## src/rtl/seven_segment_pkg.sv

```systemverilog
// rtl/seven_segment_pkg.sv - shared digit count, segment width and ABCDEFG pattern table
package seven_segment_pkg;

  localparam int NDIG  = 4;
  localparam int SEG_W = 7;

  typedef logic [SEG_W-1:0] seg_t;

  // Segment patterns, bit 6 = A down to bit 0 = G
  localparam seg_t PAT_0 = 7'b1111110;
  localparam seg_t PAT_1 = 7'b0110000;
  localparam seg_t PAT_2 = 7'b1101101;
  localparam seg_t PAT_3 = 7'b1111001;
  localparam seg_t PAT_4 = 7'b0110011;
  localparam seg_t PAT_5 = 7'b1011011;
  localparam seg_t PAT_6 = 7'b1011111;
  localparam seg_t PAT_7 = 7'b1110000;
  localparam seg_t PAT_8 = 7'b1111111;
  localparam seg_t PAT_9 = 7'b1111011;
  localparam seg_t PAT_A = 7'b1110111;
  localparam seg_t PAT_B = 7'b0011111;
  localparam seg_t PAT_C = 7'b1001110;
  localparam seg_t PAT_D = 7'b0111101;
  localparam seg_t PAT_E = 7'b1001111;
  localparam seg_t PAT_F = 7'b1000111;

  // Indexed by nibble value; shared with the display driver
  localparam seg_t SEG_TABLE [16] = '{
    PAT_0, PAT_1, PAT_2, PAT_3, PAT_4, PAT_5, PAT_6, PAT_7,
    PAT_8, PAT_9, PAT_A, PAT_B, PAT_C, PAT_D, PAT_E, PAT_F
  };

endpackage

```

## src/rtl/seven_segment_pattern_decode.sv

```systemverilog
// rtl/seven_segment_pattern_decode.sv - maps a 7-bit segment pattern back to a hex nibble
module seven_segment_pattern_decode
  import seven_segment_pkg::*;
(
  input  logic [SEG_W-1:0] pattern,
  output logic [3:0]       nibble,
  output logic             match
);

  // Table patterns are unique, so at most one entry can hit
  always_comb begin
    nibble = 4'd0;
    match  = 1'b0;
    for (int i = 0; i < 16; i++) begin
      if (pattern == SEG_TABLE[i]) begin
        nibble = 4'(i);
        match  = 1'b1;
      end
    end
  end

endmodule

```

## src/rtl/seven_segment_decoder.sv

```systemverilog
// rtl/seven_segment_decoder.sv - samples a multiplexed 4-digit display and publishes full-scan snapshots
module seven_segment_decoder
  import seven_segment_pkg::*;
#(
  parameter int SETTLE_CYCLES  = 4,
  parameter int TIMEOUT_CYCLES = 65535
) (
  input  logic                clk,
  input  logic                rst_n,
  input  logic                segA,
  input  logic                segB,
  input  logic                segC,
  input  logic                segD,
  input  logic                segE,
  input  logic                segF,
  input  logic                segG,
  input  logic [NDIG-1:0]     dsen,
  output logic [NDIG*4-1:0]   digits,
  output logic [NDIG-1:0]     digit_err,
  output logic                frame_valid,
  output logic                stale
);

  localparam int SMP_W   = NDIG + SEG_W;
  localparam int STAB_W  = $clog2(SETTLE_CYCLES + 1);
  localparam int IDLE_RW = $clog2(TIMEOUT_CYCLES + 1);
  localparam int IDLE_W  = (IDLE_RW > 20) ? IDLE_RW : 20;

  localparam logic [STAB_W-1:0] SETTLE_LAST  = STAB_W'(SETTLE_CYCLES - 1);
  localparam logic [IDLE_W-1:0] TIMEOUT_VAL  = IDLE_W'(TIMEOUT_CYCLES);
  localparam logic [IDLE_W-1:0] TIMEOUT_LAST = IDLE_W'(TIMEOUT_CYCLES - 1);

  logic [SMP_W-1:0]  sync1, sync2, prev_sample;
  logic [STAB_W-1:0] stab_cnt;
  logic              captured;
  logic [IDLE_W-1:0] idle_cnt;

  logic [NDIG*4-1:0] shadow, shadow_nxt;
  logic [NDIG-1:0]   shadow_err, shadow_err_nxt;
  logic [NDIG-1:0]   seen, seen_nxt;

  logic              same, capture, valid_cap, frame_done, timeout_hit;
  logic [NDIG-1:0]   cap_en;
  logic [SEG_W-1:0]  cap_seg;
  logic [3:0]        dec_nibble;
  logic              dec_match;

  assign same        = (sync2 == prev_sample);
  assign capture     = same && !captured && (stab_cnt == SETTLE_LAST);
  assign cap_en      = sync2[SMP_W-1:SEG_W];
  assign cap_seg     = sync2[SEG_W-1:0];
  // Only a strictly one-hot digit enable identifies a slot
  assign valid_cap   = capture && (cap_en != '0) && ((cap_en & (cap_en - 1'b1)) == '0);
  assign frame_done  = valid_cap && (seen_nxt == '1);
  assign timeout_hit = !valid_cap && (idle_cnt == TIMEOUT_LAST);

  seven_segment_pattern_decode u_decode (
    .pattern (cap_seg),
    .nibble  (dec_nibble),
    .match   (dec_match)
  );

  // Two-flop synchronizer on all pins; the pins are asynchronous to clk
  always_ff @(posedge clk or negedge rst_n) begin
    if (!rst_n) begin
      sync1 <= '0;
      sync2 <= '0;
    end else begin
      sync1 <= {dsen, segA, segB, segC, segD, segE, segF, segG};
      sync2 <= sync1;
    end
  end

  // Stability counter: restarts on any sample change, capture fires once per stable run
  always_ff @(posedge clk or negedge rst_n) begin
    if (!rst_n) begin
      prev_sample <= '0;
      stab_cnt    <= '0;
      captured    <= 1'b0;
    end else begin
      prev_sample <= sync2;
      if (!same) begin
        stab_cnt <= '0;
        captured <= 1'b0;
      end else begin
        if (stab_cnt != '1) stab_cnt <= stab_cnt + 1'b1;
        if (capture) captured <= 1'b1;
      end
    end
  end

  // Shadow update for the slot being captured; unmatched patterns keep the old nibble
  always_comb begin
    shadow_nxt     = shadow;
    shadow_err_nxt = shadow_err;
    seen_nxt       = seen;
    if (valid_cap) begin
      for (int i = 0; i < NDIG; i++) begin
        if (cap_en[i]) begin
          if (dec_match) begin
            shadow_nxt[i*4 +: 4] = dec_nibble;
            shadow_err_nxt[i]    = 1'b0;
          end else begin
            shadow_err_nxt[i]    = 1'b1;
          end
        end
      end
      seen_nxt = seen | cap_en;
    end
  end

  // Frame tracking: publish shadow (including the completing capture) once all digits seen
  always_ff @(posedge clk or negedge rst_n) begin
    if (!rst_n) begin
      shadow      <= '0;
      shadow_err  <= '0;
      seen        <= '0;
      digits      <= '0;
      digit_err   <= '0;
      frame_valid <= 1'b0;
    end else begin
      shadow      <= shadow_nxt;
      shadow_err  <= shadow_err_nxt;
      frame_valid <= frame_done;
      if (frame_done) begin
        digits    <= shadow_nxt;
        digit_err <= shadow_err_nxt;
        seen      <= '0;
      end else if (timeout_hit) begin
        seen      <= '0;
      end else begin
        seen      <= seen_nxt;
      end
    end
  end

  // Idle counter: a valid capture restarts it and clears stale; it parks at the timeout value
  always_ff @(posedge clk or negedge rst_n) begin
    if (!rst_n) begin
      idle_cnt <= '0;
      stale    <= 1'b1;
    end else if (valid_cap) begin
      idle_cnt <= '0;
      stale    <= 1'b0;
    end else if (idle_cnt != TIMEOUT_VAL) begin
      idle_cnt <= idle_cnt + 1'b1;
      if (timeout_hit) stale <= 1'b1;
    end
  end

endmodule

```

## config.mk

```make
export PLATFORM = sky130hd
export DESIGN_NAME = seven_segment_decoder
export DESIGN_NICKNAME = d
export VERILOG_FILES = /design/src/rtl/seven_segment_pkg.sv /design/src/rtl/seven_segment_pattern_decode.sv /design/src/rtl/seven_segment_decoder.sv
export SDC_FILE = /design/constraint.sdc
export NUM_CORES = 1
export LEC_CHECK = 0
export BUFFER_PORTS_ARGS = -buffer_cell sky130_fd_sc_hd__buf_2
export CAP_MARGIN = 20
export CORE_UTILIZATION = 50
export CTS_CLUSTER_SIZE = 14
export DETAILED_ROUTE_END_ITERATION = 12
export MAX_ROUTING_LAYER = met4
export PLACE_DENSITY = 0.68
export SETUP_SLACK_MARGIN = 0.3
export SYNTH_ARGS = -nofsm -noshare
export SYNTH_HDL_FRONTEND = slang
export SYNTH_SLANG_ARGS = --single-unit
```

## constraint.sdc

```tcl
create_clock -name clk -period 7.6 [get_ports clk]
set_input_delay 1.9 -clock clk [delete_from_list [all_inputs] [get_ports clk]]
set_output_delay 1.9 -clock clk [all_outputs]
set_load 0.01 [all_outputs]
```

---- Word level (Yosys, flattened, before mapping) ----
Cells that the tools add are included.
operators by class
  eq/ne operators ......................... 24
  reduce and logical (&&, ||, !) cells .... 13
  multiplexer cells ....................... 58
  bitwise gates (word level) .............. 2
  $add $sub $neg .......................... 3
operators by type and width
  kind                                               count
  == test 7 bit (second input constant)              12
  2-to-1 mux 4 bit                                   20
  2-to-1 mux 20 bit                                  2
  2-to-1 mux 1 bit                                   27
  == test 7 x 6 -> 1 bit (second input constant)     3
  adder 20 x 1 -> 20 bit (second input constant)     1
  == test 20 x 16 -> 1 bit (second input constant)   1
  != test 20 x 16 -> 1 bit (second input constant)   1
  2-to-1 mux 3 bit                                   6
  2-to-1 mux 16 bit                                  1
  == test 11 bit                                     1
  == test 7 x 5 -> 1 bit (second input constant)     1
  logical AND 1 bit                                  6
  AND 4 bit                                          1
  == test 4 bit (second input constant)              1
  logical NOT 4 bit                                  1
  2-to-1 mux 2 bit                                   2
  != test 2 x 1 -> 1 bit (second input constant)     2
  OR 4 bit                                           1
  nonzero test 2 bit                                 2
  nonzero test 4 bit                                 1
  subtractor 4 x 1 -> 4 bit (second input constant)  1
  adder 3 x 1 -> 3 bit (second input constant)       1
  == test 3 x 2 -> 1 bit (second input constant)     1
  other kinds (3)                                    4
storage, ports and cells
  register bits after elaboration ......... 103
  output and inout port bits .............. 22

---- Logic depth before layout (Yosys ltp) ----
  depth after elaboration ................. 20
  mapped depth ............................ 9

---- Cells and area by module ----
A second synthesis with hierarchy kept.
second synthesis, totals
  cells, all modules ...................... 445
  area total of the unflattened synthesis .. 4,838.4 µm²
by module, submodules not included
  module                        cells an instance  instances  sequential area each (µm²)  area an instance (µm²)
  seven_segment_decoder         397                1          2,578.7                     4,508.1
  seven_segment_pattern_decode  48                 1          0.0                         330.3

---- Worst setup path after synthesis ----
Ideal clock, no wire load.
  path kind ............................... register -> register
  start point ............................. register sync2[3]
  end point ............................... register digit_err[0]
  data required time ...................... 7.475 ns
  cell stages (with the launch flop) ...... 9
  path slack .............................. 5.151 ns
  data arrival time ....................... 2.325 ns
  path through ............................ dfrtp_1 -> buf_6 -> xor2_1 -> nor4_4 -> nand3_1 -> buf_2 -> nor3_1 -> mux2_2 -> mux2_2
between the ends
  word-level cells in the longest chain between the ends .. 20
ends and longest elaborated chain
  item                            line                                text
  start, declared                 seven_segment_decoder.sv:33         logic [SMP_W-1:0] sync1, sync2, prev_sample;
  start signal, assigned          seven_segment_decoder.sv:70         sync2 <= sync1;
  == test 7 bit                   seven_segment_pattern_decode.sv:15  if (pattern == SEG_TABLE[i]) begin
  2-to-1 mux 1 bit (16 in a row)  seven_segment_pattern_decode.sv:15
  2-to-1 mux 1 bit                seven_segment_decoder.sv:100        if (dec_match) begin
  2-to-1 mux 1 bit                seven_segment_decoder.sv:99         if (cap_en[i]) begin
  2-to-1 mux 4 bit (*)            seven_segment_decoder.sv:97         if (valid_cap) begin
  via shadow_err_nxt[0]           seven_segment_decoder.sv:39         logic [NDIG-1:0] shadow_err, shadow_err_nxt;
  end signal, assigned            seven_segment_decoder.sv:127        digit_err <= shadow_err_nxt;
  end, declared                   seven_segment_decoder.sv:19         output logic [NDIG-1:0] digit_err,
The timed path passes the listed nets; every way through them passes the cells marked *.
A chain may end at the register's enable or synchronous reset.

---- Final worst setup path ----
  start point ............................. register sync2[3]
  end point ............................... register digits[12]
between the ends
  word-level cells in the longest chain between the ends .. 20
ends and longest elaborated chain
  item                            line                                text
  == test 7 bit                   seven_segment_pattern_decode.sv:15
  2-to-1 mux 1 bit (16 in a row)  seven_segment_pattern_decode.sv:15
  2-to-1 mux 4 bit                seven_segment_decoder.sv:100
  2-to-1 mux 4 bit                seven_segment_decoder.sv:99
  2-to-1 mux 16 bit               seven_segment_decoder.sv:97
  end signal, assigned            seven_segment_decoder.sv:126        digits <= shadow_nxt;
  end, declared                   seven_segment_decoder.sv:18         output logic [NDIG*4-1:0] digits,
Several ways; a longest one is shown, not always the timed one.

==> results.txt <==
core area = 0.008806 sq mm
syn_area_per_cell = 11.70 sq um
max cap viols = 0
CP Class = reg -> reg
drt via density = 5.602
Tightest Hold Check Type = reg -> reg
ys async rst share = 100.0%
met1 WL = 4.086 mm
Seq/Total Area, Yosys = 56.36%
Post-Synth Simple-Gate Area = 17.94%
Critical Path Start Type = register
DR pass1 iterations = 9
Cell variety after synth = 56
mux cell area share after synthesis = 6.563%
met2 WL = 3.751 mm
H-tree depth = 3
syn nets = 409
clk buf depth = 2
largest net degree at the start of global routing = 54
Critical Path RT = 7850 ps
PortBufs = 34
met3 WL = 312 um
routed len/inst = 15.55 um
Slew Viols, Final = 0
RSZ-0062 raised after global routing = no
Yosys warning count = 0
max_slew headroom = 42.20%
antenna violations before repair = 0
CTS tree = yes
area delta synth->final = 9.242%
pwr dens = 190.8 mW/mm^2
Setup Fix Bufs, Post-CTS = 0
startpoint of the worst hold path = sync1[1]$_DFF_PN0_
Worst Path Max Fanout = 20
clock sinks = 103
Core Util, Final = 56.76%
LEAKAGE = 2.351 nW
hpwl dp = 5.538 mm
max layer used = met4
die width = 97.66 um
Setup Skew = 11.33 ps
failing checks = DRC
R2R Path Start = sync2[3]$_DFF_PN0_
status = finished with violations
area of the mapped netlist = 0.004576 sq mm
Setup TNS = 0 ps
CP endpoint kind = register
via count = 2,958
number of global-route vias before repair = 2,848
share of the synthesized area in the top cell type = 55.78%
# IOs = 35
row count = 34
Tcrit/Tclk final = 43.37%
FILL cells = 758
post-route cell area = 0.004999 sq mm
Final min period = 3296 ps
most frequent cell after synthesis = dfrtp_1
post-route DRC violation count = 6
most instantiated cells after synthesis = 102 x dfrtp_1, 46 x nor2_1, 25 x xor2_1, 23 x mux2_2
CTS resizes = 0
Overflow after GRT = 0
fraction of layout instances using a drive strength above 1 = 21.67%
die area = 0.009537 sq mm
violation count after the first detailed-route iteration = 241
EDFF count, synth = 0
CP startpoint = sync2[3]$_DFF_PN0_
Synth Flop Type = dfrtp_1
Final ANT Viol Nets = 0
Max rail drop VDD = 0.1007 mV
RD Place Congestion = 0.7772
global-route wire length before repair = 14.25 mm
cts hold-fix bufs = 0
Synth area leader = dfrtp_1
CTS Root Cell = clkbuf_8
xor-xnor portion of the synthesized cell area = 6.125%
Initial Util = 51.96%
Worst-path clk slew = 100 ps
Critical Path AT = 3550 ps
CTS Buf Count = 9
final setup vio count = 0
synth top area cells = dfrtp_1 56%, mux2_2 5.7%, xor2_1 4.8%
Power Total = 953.8 uW
Post-DP Area = 0.004797 sq mm
gr usage total = 19.71%
ANT cells = 0
fin nets = 434
Worst-Skew Late Latency = 360 ps
largest family of logic cells by synthesized area = simple AND/OR/NAND/NOR gates
fmax = 303.4 MHz
Non-Filler Instances = 528
Slew @ Worst Pin = 863.8 ps
Yosys reg bits = 103
Routed WL = 8.210 mm
R2R setup slack = 4300 ps
Synth Area in Adders = 1.367%
Inst Count DP = 513
compound-cell area share of the yosys netlist = 8.586%
Die Y = 97.66 um
Hold Vio Cnt, Final = 0
Syn Inst Count = 391
==> sequential cells by signal, indices dropped and copies added (netlist names) <==
signal       flops
idle_cnt        20
digits          16
shadow          16
prev_sample     11
sync1           11
sync2           11
digit_err        4
seen             4
shadow_err       4
stab_cnt         3
captured         1
frame_valid      1
stale            1
==> stage by stage <==
| stage | hold WS (ps) | setup slack [ps] |
|---|---|---|
| after floorplan | 331.2 | 5151 |
| after global placement | 332.6 | 4409 |
| after detailed placement | 335.5 | 4282 |
| after CTS | 358.2 | 4273 |
| after global routing | 359.3 | 3998 |
| final | 355.8 | 4304 |
==> cells in the final DEF, fill, tap and decap left out, drive strengths merged, types with 11 or more instances in the layout <==
cell type / count
buf: 36
dfrtp: 102
inv: 11
mux2: 24
nand2: 11
nand3: 13
nand4: 13
nor2: 46
xor2: 25
==> cell families after synthesis <==
logic type                 after synthesis
AOI/OAI and AO/OA                       55
xor gates and xnor gates                32
adders and majority gates                5
buffers and inverters                   31
DFF                                    103
muxes                                   27
and+or+nand+nor                        138
==> final cells by class <==
type | count | area, sq um | share of cell area, %
clock buffer | 9 | 123.9 | 2.478
clock inverter | 6 | 77.57 | 1.552
inverter | 9 | 33.78 | 0.6758
multi-input combinational | 257 | 1862 | 37.25
sequential | 103 | 2579 | 51.59
tap | 108 | 135.1 | 2.703
timing repair buffer | 36 | 187.7 | 3.755
==> metal layers <==
| layer | track usage [%] | vias up |
|---|---|---|
| met2 | 28.42 | 63 |
| met4 | 7.343 | 0 |
| met5 | - | - |
| met1 | 28.04 | 1456 |
| li1 | - | 1434 |
| met3 | 3.381 | 5 |
==> path summary, 6_finish.rpt <==
path / end / cells after the start
max in group asynchronous: idle_cnt[2]$_DFFE_PN0P_ / 2
min in group asynchronous: shadow[12]$_DFF_PN0_ / 1
hold reg to reg: sync2[1]$_DFF_PN0_ / 0
setup reg to reg: digits[12]$_DFFE_PN0P_ / 5
hold / removal: sync2[1]$_DFF_PN0_ / 0
setup / recovery: digits[12]$_DFFE_PN0P_ / 5
==> critical path, cell delays in order (launching register included) <==
cell and delay, ps:
dfrtp_1 710, xor2_1 190, nor4_4 410, nand3_1 480
or4b_1 970, mux2_1 420
==> report_power, final <==
group          internal, mW  total, mW  switching, mW
clock network         0.156      0.345          0.189
registers             0.556      0.570         0.0132
logic                0.0141     0.0388         0.0247
(Power assumes the default switching activity.)
